--- src/rtl/clock_pkg.sv ---
// Shared types and constants for the BCD day-of-month entry block.
package clock_pkg;

  localparam int unsigned DIGIT_W        = 4;
  localparam int unsigned BIN_W          = 6;
  localparam int unsigned DAY_MIN        = 1;
  localparam int unsigned DAY_MAX        = 31;
  localparam int unsigned MONTH_MIN_DAYS = 28;
  localparam int unsigned TENS_MAX       = 3;
  localparam int unsigned ONES_MAX       = 9;

  typedef enum logic [1:0] {
    ST_IDLE      = 2'd0,
    ST_WAIT_ONES = 2'd1,
    ST_CHECK     = 2'd2
  } state_e;

  typedef struct packed {
    logic [DIGIT_W-1:0] tens;
    logic [DIGIT_W-1:0] ones;
  } bcd_pair_t;

  // A month length outside 28..31 is not trustworthy, so fall back to 31.
  function automatic logic [BIN_W-1:0] eff_max_day(input logic [BIN_W-1:0] max_day);
    if (max_day >= BIN_W'(MONTH_MIN_DAYS) && max_day <= BIN_W'(DAY_MAX)) begin
      return max_day;
    end
    return BIN_W'(DAY_MAX);
  endfunction

endpackage

--- src/rtl/bcd_day_entry_if.sv ---
// Keypad-side and result-side signals of the day entry block.
interface bcd_day_entry_if;
  import clock_pkg::*;

  logic               digit_valid;
  logic [DIGIT_W-1:0] digit;
  logic               abort;
  logic [BIN_W-1:0]   max_day;
  logic [BIN_W-1:0]   bin;
  logic               bin_valid;
  logic               err;
  logic               busy;

  modport master (
    output digit_valid, digit, abort, max_day,
    input  bin, bin_valid, err, busy
  );

  modport slave (
    input  digit_valid, digit, abort, max_day,
    output bin, bin_valid, err, busy
  );

endinterface

--- src/rtl/bcd_pair_to_bin.sv ---
// Two BCD digits to binary using tens*10 = (tens<<3)+(tens<<1).
module bcd_pair_to_bin
  import clock_pkg::*;
(
  input  logic [DIGIT_W-1:0] tens,
  input  logic [DIGIT_W-1:0] ones,
  output logic [BIN_W-1:0]   bin
);

  logic [BIN_W-1:0] tens_w;
  logic [BIN_W-1:0] ones_w;

  always_comb begin
    tens_w = BIN_W'(tens);
    ones_w = BIN_W'(ones);
    bin    = (tens_w << 3) + (tens_w << 1) + ones_w;
  end

endmodule

--- src/rtl/bcd_day_entry.sv ---
// Two-keypress BCD day entry with range check against the month length and an inter-digit timeout.
module bcd_day_entry
  import clock_pkg::*;
#(
  parameter int unsigned TIMEOUT_CYC = 50_000_000
)
(
  input  logic           clk,
  input  logic           rst,
  bcd_day_entry_if.slave bus
);

  localparam int unsigned     CNT_W    = (TIMEOUT_CYC > 1) ? $clog2(TIMEOUT_CYC) : 1;
  localparam logic [CNT_W-1:0] CNT_LAST = CNT_W'(TIMEOUT_CYC - 1);

  state_e           state_q, state_d;
  bcd_pair_t        pair_q, pair_d;
  logic [CNT_W-1:0] cnt_q, cnt_d;
  logic [BIN_W-1:0] bin_q, bin_d;
  logic             bin_valid_q, bin_valid_d;
  logic             err_q, err_d;
  logic             busy_q, busy_d;

  logic [BIN_W-1:0] value_c;
  logic [BIN_W-1:0] limit_c;
  logic             value_ok_c;

  bcd_pair_to_bin u_pair_to_bin (
    .tens (pair_q.tens),
    .ones (pair_q.ones),
    .bin  (value_c)
  );

  always_comb begin
    limit_c    = eff_max_day(bus.max_day);
    value_ok_c = (value_c >= BIN_W'(DAY_MIN)) && (value_c <= limit_c);
  end

  // Next-state and output decode; abort outranks any digit or timeout.
  always_comb begin
    state_d     = state_q;
    pair_d      = pair_q;
    cnt_d       = cnt_q;
    bin_d       = bin_q;
    bin_valid_d = 1'b0;
    err_d       = 1'b0;

    case (state_q)
      ST_IDLE: begin
        if (!bus.abort && bus.digit_valid) begin
          if (bus.digit <= DIGIT_W'(TENS_MAX)) begin
            pair_d.tens = bus.digit;
            cnt_d       = '0;
            state_d     = ST_WAIT_ONES;
          end else begin
            err_d = 1'b1;
          end
        end
      end

      ST_WAIT_ONES: begin
        if (bus.abort) begin
          state_d = ST_IDLE;
        end else if (bus.digit_valid) begin
          if (bus.digit <= DIGIT_W'(ONES_MAX)) begin
            pair_d.ones = bus.digit;
            state_d     = ST_CHECK;
          end else begin
            err_d   = 1'b1;
            state_d = ST_IDLE;
          end
        end else if (cnt_q == CNT_LAST) begin
          err_d   = 1'b1;
          state_d = ST_IDLE;
        end else begin
          cnt_d = cnt_q + CNT_W'(1);
        end
      end

      ST_CHECK: begin
        state_d = ST_IDLE;
        if (!bus.abort) begin
          if (value_ok_c) begin
            bin_d       = value_c;
            bin_valid_d = 1'b1;
          end else begin
            err_d = 1'b1;
          end
        end
      end

      default: state_d = ST_IDLE;
    endcase

    busy_d = (state_d != ST_IDLE);
  end

  always_ff @(posedge clk) begin
    if (rst) begin
      state_q     <= ST_IDLE;
      pair_q      <= '0;
      cnt_q       <= '0;
      bin_q       <= BIN_W'(DAY_MIN);
      bin_valid_q <= 1'b0;
      err_q       <= 1'b0;
      busy_q      <= 1'b0;
    end else begin
      state_q     <= state_d;
      pair_q      <= pair_d;
      cnt_q       <= cnt_d;
      bin_q       <= bin_d;
      bin_valid_q <= bin_valid_d;
      err_q       <= err_d;
      busy_q      <= busy_d;
    end
  end

  assign bus.bin       = bin_q;
  assign bus.bin_valid = bin_valid_q;
  assign bus.err       = err_q;
  assign bus.busy      = busy_q;

endmodule

--- src/flat_wrapper.sv ---
// flat-port wrapper written by rule: the top's interface ports become plain ports
module bcd_day_entry_flat import clock_pkg::*;
#(
  parameter int unsigned TIMEOUT_CYC = 50_000_000
)
  (clk, rst, bus_digit_valid, bus_digit, bus_abort, bus_max_day, bus_bin, bus_bin_valid, bus_err, bus_busy);
  bcd_day_entry_if bus_i ();
  input  logic clk;
  input  logic rst;
  input wire logic [$bits(bus_i.digit_valid)-1:0] bus_digit_valid;
  input wire logic [$bits(bus_i.digit)-1:0] bus_digit;
  input wire logic [$bits(bus_i.abort)-1:0] bus_abort;
  input wire logic [$bits(bus_i.max_day)-1:0] bus_max_day;
  output wire logic [$bits(bus_i.bin)-1:0] bus_bin;
  output wire logic [$bits(bus_i.bin_valid)-1:0] bus_bin_valid;
  output wire logic [$bits(bus_i.err)-1:0] bus_err;
  output wire logic [$bits(bus_i.busy)-1:0] bus_busy;
  assign bus_i.digit_valid = bus_digit_valid;
  assign bus_i.digit = bus_digit;
  assign bus_i.abort = bus_abort;
  assign bus_i.max_day = bus_max_day;
  assign bus_bin = bus_i.bin;
  assign bus_bin_valid = bus_i.bin_valid;
  assign bus_err = bus_i.err;
  assign bus_busy = bus_i.busy;
  bcd_day_entry #(.TIMEOUT_CYC(TIMEOUT_CYC)) u_core (.clk(clk), .rst(rst), .bus(bus_i));
endmodule
--- config.mk ---
export PLATFORM = sky130hd
export DESIGN_NAME = bcd_day_entry_flat
export DESIGN_NICKNAME = d
export VERILOG_FILES = /design/src/rtl/clock_pkg.sv /design/src/rtl/bcd_day_entry_if.sv /design/src/rtl/bcd_pair_to_bin.sv /design/src/rtl/bcd_day_entry.sv /design/src/flat_wrapper.sv
export SDC_FILE = /design/constraint.sdc
export NUM_CORES = 1
export LEC_CHECK = 0
export CELL_PAD_IN_SITES_DETAIL_PLACEMENT = 1
export CELL_PAD_IN_SITES_GLOBAL_PLACEMENT = 2
export CORE_UTILIZATION = 35
export DETAILED_ROUTE_END_ITERATION = 8
export PLACE_DENSITY = 0.81
export SLEW_MARGIN = 20
export SYNTH_ARGS = -nofsm -noshare
export SYNTH_HDL_FRONTEND = slang
export SYNTH_SLANG_ARGS = --single-unit
--- constraint.sdc ---
create_clock -name clk -period 4.6 [get_ports clk]
set_input_delay 0.92 -clock clk [delete_from_list [all_inputs] [get_ports clk]]
set_output_delay 0.92 -clock clk [all_outputs]
set_load 0.02 [all_outputs]
Word-level counts from Yosys, hierarchy flattened
Cells that the tools add are included.
- register bits: 45
- input bits: 14
- output and inout port bits: 9
- logic and storage cells: 65
- add/sub/neg operators: 3
- $lt $le $gt $ge: 6
- equal/unequal tests: 8
- mux-type cells: 26
- bitwise operators: 2
- reduce and logical (&&, ||, !) cells: 12
- operators by type and width (cell ; number):
    two-way mux 26 bit ; 5
    one-hot mux 26 bit (2 select lines) ; 1
    adder 26 x 1 -> 26 bit, second input constant ; 1
    equality test 26 bit, second input constant ; 1
    two-way mux 2 bit ; 6
    two-way mux 6 bit ; 2
    two-way mux 1 bit ; 10
    adder 6 x 4 -> 6 bit ; 1
    adder 6 x 5 -> 6 bit ; 1
    >= comparator 6 x 1 -> 1 bit, second input constant ; 1
    >= comparator 6 x 5 -> 1 bit, second input constant ; 1
    less-or-equal comparator 6 x 5 -> 1 bit, second input constant ; 1
    less-or-equal comparator 6 bit ; 1
    inequality test 2 bit, second input constant ; 3
    AND reduction 3 bit ; 2
    AND reduction 6 bit ; 1
    less-or-equal comparator 4 x 2 -> 1 bit, second input constant ; 1
    less-or-equal comparator 4 bit, second input constant ; 1
    inequality test 2 x 1 -> 1 bit, second input constant ; 2
    one-hot mux 2 bit (2 select lines) ; 1
    AND reduction 4 bit ; 1
    nonzero test 2 bit ; 2
    logical AND 1 bit ; 3
    one-hot mux 1 bit (3 select lines) ; 1
    other kinds (6) ; 7

Depth between registers and ports, before layout
Gate-level depths: netlist (run 1).
- depth after elaboration: 9
- mapped depth: 15
- gate-level depth less buffers: 15

Modules after synthesis
Synthesis (run 1) repeated with hierarchy kept, for this count alone.
- cells, all modules: 293
- area, all modules: 2521.2 µm²
- by module, submodules not included (module ; instances ; cells an instance ; area each (µm²) ; seq. area each (µm²)):
    bcd_day_entry ; 1 ; 271 ; 2326.0 ; 900.9
    bcd_pair_to_bin ; 1 ; 22 ; 195.2 ; 0.0

Worst setup path after synthesis (run 1)
Ideal clock, no wire load.
- kind: reg-to-reg
- start point: register u_core.pair_q[3] (netlist name)
- end point: register u_core.bin_q[3] (netlist: u_core.bus.bin[3])
- library setup time: 0.129 ns
- data arrival time: 3.150 ns
- data required time: 4.471 ns
- path slack: 1.321 ns
- cell stages (with the launch flop): 16
- path buffers: 0
- period minus slack after synthesis: 3.279 ns
- cell sequence: dfxtp_1 inv_1 fa_1 inv_1 ha_1 a21o_1 a21oi_1 xnor2_1 inv_1 ha_1 nand3_1 nor2_1 a21oi_1 a311oi_2 mux2i_1 nor2_1
- cells in the longest elaborated chain, start to end: 4
- elaborated cells between the ends (all ways): 5
- those cells by class: 1 x add/sub; 2 x order compare; 2 x reduce/logical
- RTL lines (element ; line ; RTL):
    from (decl) ; bcd_day_entry.sv:17 ; bcd_pair_t pair_q, pair_d;
    from (signal assigned) ; bcd_day_entry.sv:109 ; pair_q <= pair_d;
    adder 6 x 4 -> 6 bit (*) ; bcd_pair_to_bin.sv:16 ; bin = (tens_w << 3) + (tens_w << 1) + ones_w;
    named net u_core.u_pair_to_bin.bin[5] ; bcd_pair_to_bin.sv:7 ; output logic [BIN_W-1:0] bin
    >= comparator 6 x 1 -> 1 bit or less-or-equal comparator 6 bit (tied branches) ; bcd_day_entry.sv:36 ; value_ok_c = (value_c >= BIN_W'(DAY_MIN)) && (value_c <= limit_c);
    logical AND 1 bit (*) ; bcd_day_entry.sv:36 ;
    AND reduction 3 bit (no source line) (*) ; -- ;
    to (signal assigned) ; bcd_day_entry.sv:103 ; bin_q <= BIN_W'(DAY_MIN);
    to (signal assigned) ; bcd_day_entry.sv:111 ; bin_q <= bin_d;
    to (decl) ; bcd_day_entry.sv:19 ; logic [BIN_W-1:0] bin_q, bin_d;
Mark *: on every way through the listed nets, which the timed path passes. The rest lies on a longest branch.
A chain may end at the register's enable or synchronous reset.

Worst setup path after layout (run 1)
- start point: register u_core.pair_q[4] (netlist name)
- end point: register u_core.bin_q[1] (netlist: u_core.bus.bin[1])
- cells in the longest elaborated chain, start to end: 5
- elaborated cells between the ends (all ways): 6
- those cells by class: 2 x add/sub; 2 x order compare; 2 x reduce/logical
- RTL lines (element ; line):
    adder 6 x 5 -> 6 bit (*) ; bcd_pair_to_bin.sv:16
    adder 6 x 4 -> 6 bit (*) ; bcd_pair_to_bin.sv:16
    named net u_core.u_pair_to_bin.bin[5] ; bcd_pair_to_bin.sv:7
    >= comparator 6 x 1 -> 1 bit or less-or-equal comparator 6 bit (tied branches) ; bcd_day_entry.sv:36
    logical AND 1 bit (*) ; bcd_day_entry.sv:36
    AND reduction 3 bit (no source line) (*) ; --
Marks and branches as above.

==> results of run 1 <==
-- logic make-up (layout without fill, tap and decap cells) --
group           Yosys count  after routing  synth area share
simple gates            124            124             0.289
fa+ha+maj                15             15            0.0842
compound gates           53             53             0.138
other cells               2              4           0.00312
mux                      10             10            0.0416
xor+xnor                  7              7            0.0255
flops                    45             45             0.374
buf+inv                  22             43            0.0437
-- cell usage after synthesis (3+ instances only) --
library cell | count | area (sq um)
o21ai_0 | 10 | 50.1
and2_1 | 4 | 25.0
mux2i_1 | 10 | 100
nor2_1 | 28 | 105
nand4_1 | 5 | 31.3
xnor2_1 | 3 | 26.3
or4_1 | 12 | 90.1
clkbuf_1 | 4 | 15.0
nand3_1 | 13 | 65.1
or3_1 | 12 | 75.1
inv_1 | 10 | 37.5
o211ai_1 | 9 | 67.6
a21oi_1 | 20 | 100
dfxtp_1 | 45 | 901
buf_2 | 3 | 15.0
and3_1 | 4 | 25.0
a21o_1 | 3 | 22.5
xor2_1 | 4 | 35.0
nor3_1 | 5 | 25.0
nand2_1 | 22 | 82.6
ha_1 | 13 | 163
o31ai_1 | 4 | 30.0
-- through the flow --
step	worst slack, ns	cells
6_report	0.958	378
5_1_grt	0.547	378
4_1_cts	0.958	378
3_5_place_dp	0.971	370
3_3_place_gp	1.13	370
2_1_floorplan	1.32	280
-- state kept, by name, indices dropped and copies added, names as in the netlist --
signal / count
u_core.cnt_q: 26
u_core.pair_q: 8
u_core.bus.bin: 6
u_core.state_q: 2
u_core.bus.bin_valid: 1
u_core.bus.busy: 1
u_core.bus.err: 1
-- final timing paths --
path                                 start                        endpoint  slack, ns
max          u_core.pair_q[4]$_SDFFE_PP0P_  u_core.bus.bin[1]$_SDFFE_PP0P_       0.96
min          u_core.pair_q[7]$_SDFFE_PP0P_   u_core.pair_q[7]$_SDFFE_PP0P_       0.48
max reg2reg  u_core.pair_q[4]$_SDFFE_PP0P_  u_core.bus.bin[1]$_SDFFE_PP0P_       0.96
min reg2reg  u_core.pair_q[7]$_SDFFE_PP0P_   u_core.pair_q[7]$_SDFFE_PP0P_       0.48
-- metal layers --
| metal | wire [microns] | global-route usage | share of wire | up-vias |
|---|---|---|---|---|
| met3 | 113 | 0.0331 | 0.019 | 7 |
| met4 | 74 | 0.0555 | 0.013 | 0 |
| met1 | 3080 | 0.262 | 0.52 | 990 |
| met2 | 2640 | 0.286 | 0.45 | 14 |
| li1 | - | - | - | 1041 |
| met5 | 0 | 0 | 0 | - |
-- power breakdown --
part	switching, mW	total, mW	internal [mW]
clock	0.143	0.251	0.108
sequential	0.000804	0.391	0.390
combinational	0.0254	0.0444	0.0190
total	0.169	0.686	0.517
-- layout make-up --
| type | count | area [sq um] |
|---|---|---|
| well taps | 77 | 96.3 |
| repair buffers | 25 | 243 |
| inverters | 10 | 37.5 |
| clock buffers | 7 | 76.3 |
| fillers | 790 | 3730 |
| flip-flops and latches | 45 | 901 |
| clock inverters | 1 | 7.51 |
| multi-input cells | 213 | 1410 |
==> metrics, run 1 <==
outcome=finished clean; Post-DP HPWL=between 4000 and 5000 microns; global-route wire length before repair=10500 microns; Rows=29; Max-Cap Viols=0; clk root buf=clkbuf_8; main flop type after synthesis=dfxtp_1; I/O pins=23; Max Freq=roughly 270 MHz; sequential fraction of the synthesis area=0.374; WHS=0.481 ns; CORE AREA=between 0.006 and 0.007 sq mm; EDFF count, synth=0; first drt pass iteration count=4; Worst-Skew Late Latency=0.30 ns; net total in the final layout=between 300 and 400; Routed Antenna Nets=0; Cell Pwr Density=roughly 250 mW/mm^2; CTS tree=done; cell chain of the critical path=inv_1 -> fa_1 -> inv_1 -> ha_1 -> a21o_1 -> a21oi_1 -> xnor2_1 -> inv_1 -> ha_1 -> nand3_1 -> nor2_1 -> a21oi_1 -> a311oi_2 -> mux2i_1 -> nor2_1; Power Total=around 690 uW; initial DRC count=63; most common cell after layout, fill and taps aside=dfxtp_1; crit start category=flop; setup TNS=0 ns; period utilisation layout=0.792; routed wire length per instance=between 15 and 20 microns; post-synth design cell area=0.00241 sq mm; post-cts gate resize count=0; most used cell, CP=inv_1; Port Buf Inserts=22; number of global-route vias before repair=2102; Syn Area/Cell=about 8.7 sq um; initial antenna violation count=0; Ant. Diodes=0; Slew @ Worst Pin=0.773 ns; GRT Total Usage=0.185; gpl congestion=~0.75; Critical Path End Type=flop; Post CTS Setup Buffer Count=0; crit-path max cell delay=0.64 ns; largest net degree at the start of global routing=43; GRT overflow=0; Hold Path Cell Cnt=1; #FFs+latches synth=45; Hold WC Path Type=flop to flop; # setup viols final=0; Setup CP Type=flop to flop; Die X=approximately 85 microns; Fin Clk Skew=0.00908 ns; fin area=0.00277 sq mm; Reg clk slew, reported paths=0.09 ns; Static Leak=~1.1 nW; Routed WL=5910 microns; asr flop ratio synth=0; Hold Violations, Final=0; Slew Limit Fails=0; Area after DPL=0.00269 sq mm; Die ar.=0.00721 sq mm; H-tree levels=2; Max VDD drop=0.0974 mV; max-slew headroom at the worst pin=0.485; RSZ-0062 raised after global routing=false; Gate Count Post-Synth=278; Crit path arrival time=3.84 ns; most frequent cells in the layout=dfxtp_1 (45), nor2_1 (28), nand2_1 (22), clkdlybuf4s50_1 (22), a21oi_1 (20); critical path required time=4.79 ns; Avg Vias per Cell=about 5.4; share of cells above drive strength 1=0.0664; fin util=0.426; CTS sink cnt=between 40 and 50; cells on worst reg2reg path=15; fin crit period=3.64 ns; drt drc=0; critical path peak fanout=10; via count=a little over 2000; Die H=84.9 microns; CTS buffer count=5; P&R area growth vs syn=15.1%; Synth cell types=46; synth warn=0; critical path's slowest cell=a311oi_2; Initial Utilization=0.370; CP bufs+invs=3; Post-CTS Hold Buffers=0; number of cells on the critical path=15; clk buf depth=2; Largest delay share family, worst path=adder cells
(Power assumes the default switching activity.)
==> run 2, diff against run 1 <==
CORE_UTILIZATION = 31   (was 35)
PLACE_DENSITY = 0.76   (was 0.81)
clock period = 3 ns   (was 4.6 ns; I/O delays follow)
==> metrics, run 2 (synthesized netlist as in run 1, its figures left out) <==
via count=2185; GRT overflow=0; Rows=31; GRT Total Usage=0.167; Max VDD drop=0.155 mV; Die ar.=0.00812 sq mm; period utilisation layout=1.01; Max-Cap Viols=0; Port Buf Inserts=22; Cell Pwr Density=394 mW/mm^2; CTS sink cnt=45; Routed WL=6370 microns; met3 Track Usage GR=0.0338; CP bufs+invs=5; Reg with most FFs=u_core.cnt_q; number of global-route vias before repair=2300; Slew Limit Fails=0; crit start category=flop; most used routing layer=met2; Worst-Skew Late Latency=between 0.3 and 0.4 ns; crit-path max cell delay=0.55 ns; Routed Antenna Nets=0; reg2reg setup slack=-0.02 ns; Worst Min Path Start=u_core.pair_q[7]$_SDFFE_PP0P_; Hold Violations, Final=0; failing checks=setup timing; RSZ-0062 raised after global routing=true; gpl congestion=between 0.7 and 0.8; pre-CTS WS=-0.397 ns; critical path peak fanout=7; Hold Path Cell Cnt=1; I/O pins=23; cells on worst reg2reg path=15; Hold WC Path Type=flop to flop; Largest delay share family, worst path=adder cells; critical path's slowest cell=fa_1; H-tree levels=2; met1 Resource Use GR=0.191; most common cell after layout, fill and taps aside=dfxtp_1; most frequent cells in the layout=dfxtp_1 (43), nor2_1 (27), nand2_1 (22), clkdlybuf4s50_1 (22), buf_4 (22); hold endpoint=u_core.pair_q[7]$_SDFFE_PP0P_; # setup viols final=3; Ant. Diodes=0; CTS buffer count=5; clk buf depth=2; setup TNS=-0.0445 ns; first drt pass iteration count=4; net total in the final layout=351; Post-CTS Hold Buffers=0; Initial Utilization=0.326; Fin Clk Skew=0.0179 ns; Critical Path End Type=flop; clk root buf=clkbuf_8; P&R area growth vs syn=30.7%; routed wire length per instance=about 15 microns; Post-DP HPWL=4770 microns; GR Util met2=0.316; final worst setup slack=-0.0178 ns; Avg Vias per Cell=between 5 and 6; max-slew headroom at the worst pin=0.663; Static Leak=~1.2 nW; Setup CP Type=flop to flop; Die X=90.1 microns; initial antenna violation count=0; cell chain of the critical path=inv_2 -> fa_1 -> inv_2 -> buf_6 -> fa_2 -> xnor2_4 -> inv_2 -> ha_4 -> nand3_4 -> a21o_1 -> a21oi_2 -> a311oi_4 -> buf_6 -> mux2i_1 -> nor2_1; reg2reg end=u_core.bus.bin[1]$_SDFFE_PP0P_; fin util=0.427; reg-to-reg critical path startpoint=u_core.pair_q[4]$_SDFFE_PP0P_; Die H=90.1 microns; CTS tree=done; most used cell, CP=inv_2; global-route wire length before repair=10900 microns; Reg clk slew, reported paths=0.08 ns; Crit path arrival time=around 3.2 ns; Max Freq=between 300 and 400 MHz; fin crit period=a little over 3 ns; largest net degree at the start of global routing=29; critical path required time=about 3.2 ns; share of cells above drive strength 1=0.192; drt drc=0; outcome=finished with violations; initial DRC count=40; CORE AREA=0.00737 sq mm; max FFs per register=26; Slew @ Worst Pin=roughly 0.5 ns
[run 2: per-layer routing]
layer	routed length [microns]	up-vias
li1	-	1087
met1	2770	1065
met3	153	6
met4	52	0
met2	3390	27
met5	0	-
[run 2: area by class of cell]
cell class,count,area (sq um)
clock buffers,5,68.8
clock inverters,3,65.1
fillers,852,4230
inverters,10,37.5
multi-input cells,213,1520
flip-flops and latches,45,903
well taps,99,124
repair buffers,47,428
[run 2: repair_timing]
item / in CTS / in global routing
endpoints found under the setup margin: 8 / 8
gates resized for setup: 15 / 2
cloned: 0 / 0
buffers inserted: 4 / 2
pin swaps: 12 / 1
[run 2: worst max path at each step]
stage / end / depth (start not counted) / slack [ns] / startpoint
after floorplan: u_core.bus.bin[3]$_SDFFE_PP0P_ / 13 / 0.01 / u_core.pair_q[3]$_SDFFE_PP0P_
after global placement: u_core.bus.bin[0]$_SDFFE_PP1P_ / 17 / -0.21 / u_core.pair_q[3]$_SDFFE_PP0P_
after detailed placement: u_core.bus.bin[0]$_SDFFE_PP1P_ / 17 / -0.40 / u_core.pair_q[3]$_SDFFE_PP0P_
after CTS: u_core.bus.bin[1]$_SDFFE_PP0P_ / 15 / -0.004 / u_core.pair_q[4]$_SDFFE_PP0P_
after global routing: u_core.bus.bin[3]$_SDFFE_PP0P_ / 15 / -0.18 / u_core.pair_q[4]$_SDFFE_PP0P_
final: u_core.bus.bin[1]$_SDFFE_PP0P_ / 15 / -0.02 / u_core.pair_q[4]$_SDFFE_PP0P_
[run 2: power breakdown]
part / switching (mW) / internal, mW / total (mW)
Sequential: 0.00109 / 0.599 / 0.600
Clock: 0.221 / 0.331 / 0.552
Combinational: 0.0457 / 0.0422 / 0.0879
[run 2: metrics by stage]
stage	power, mW	cells	hold WS (ns)	instance area, sq um
2_1_floorplan	0.651	280	0.434	2460
3_3_place_gp	0.693	409	0.453	2900
3_5_place_dp	0.694	409	0.470	2900
4_1_cts	1.25	420	0.496	3120
5_1_grt	1.28	422	0.506	3140
6_report	1.24	422	0.481	3140
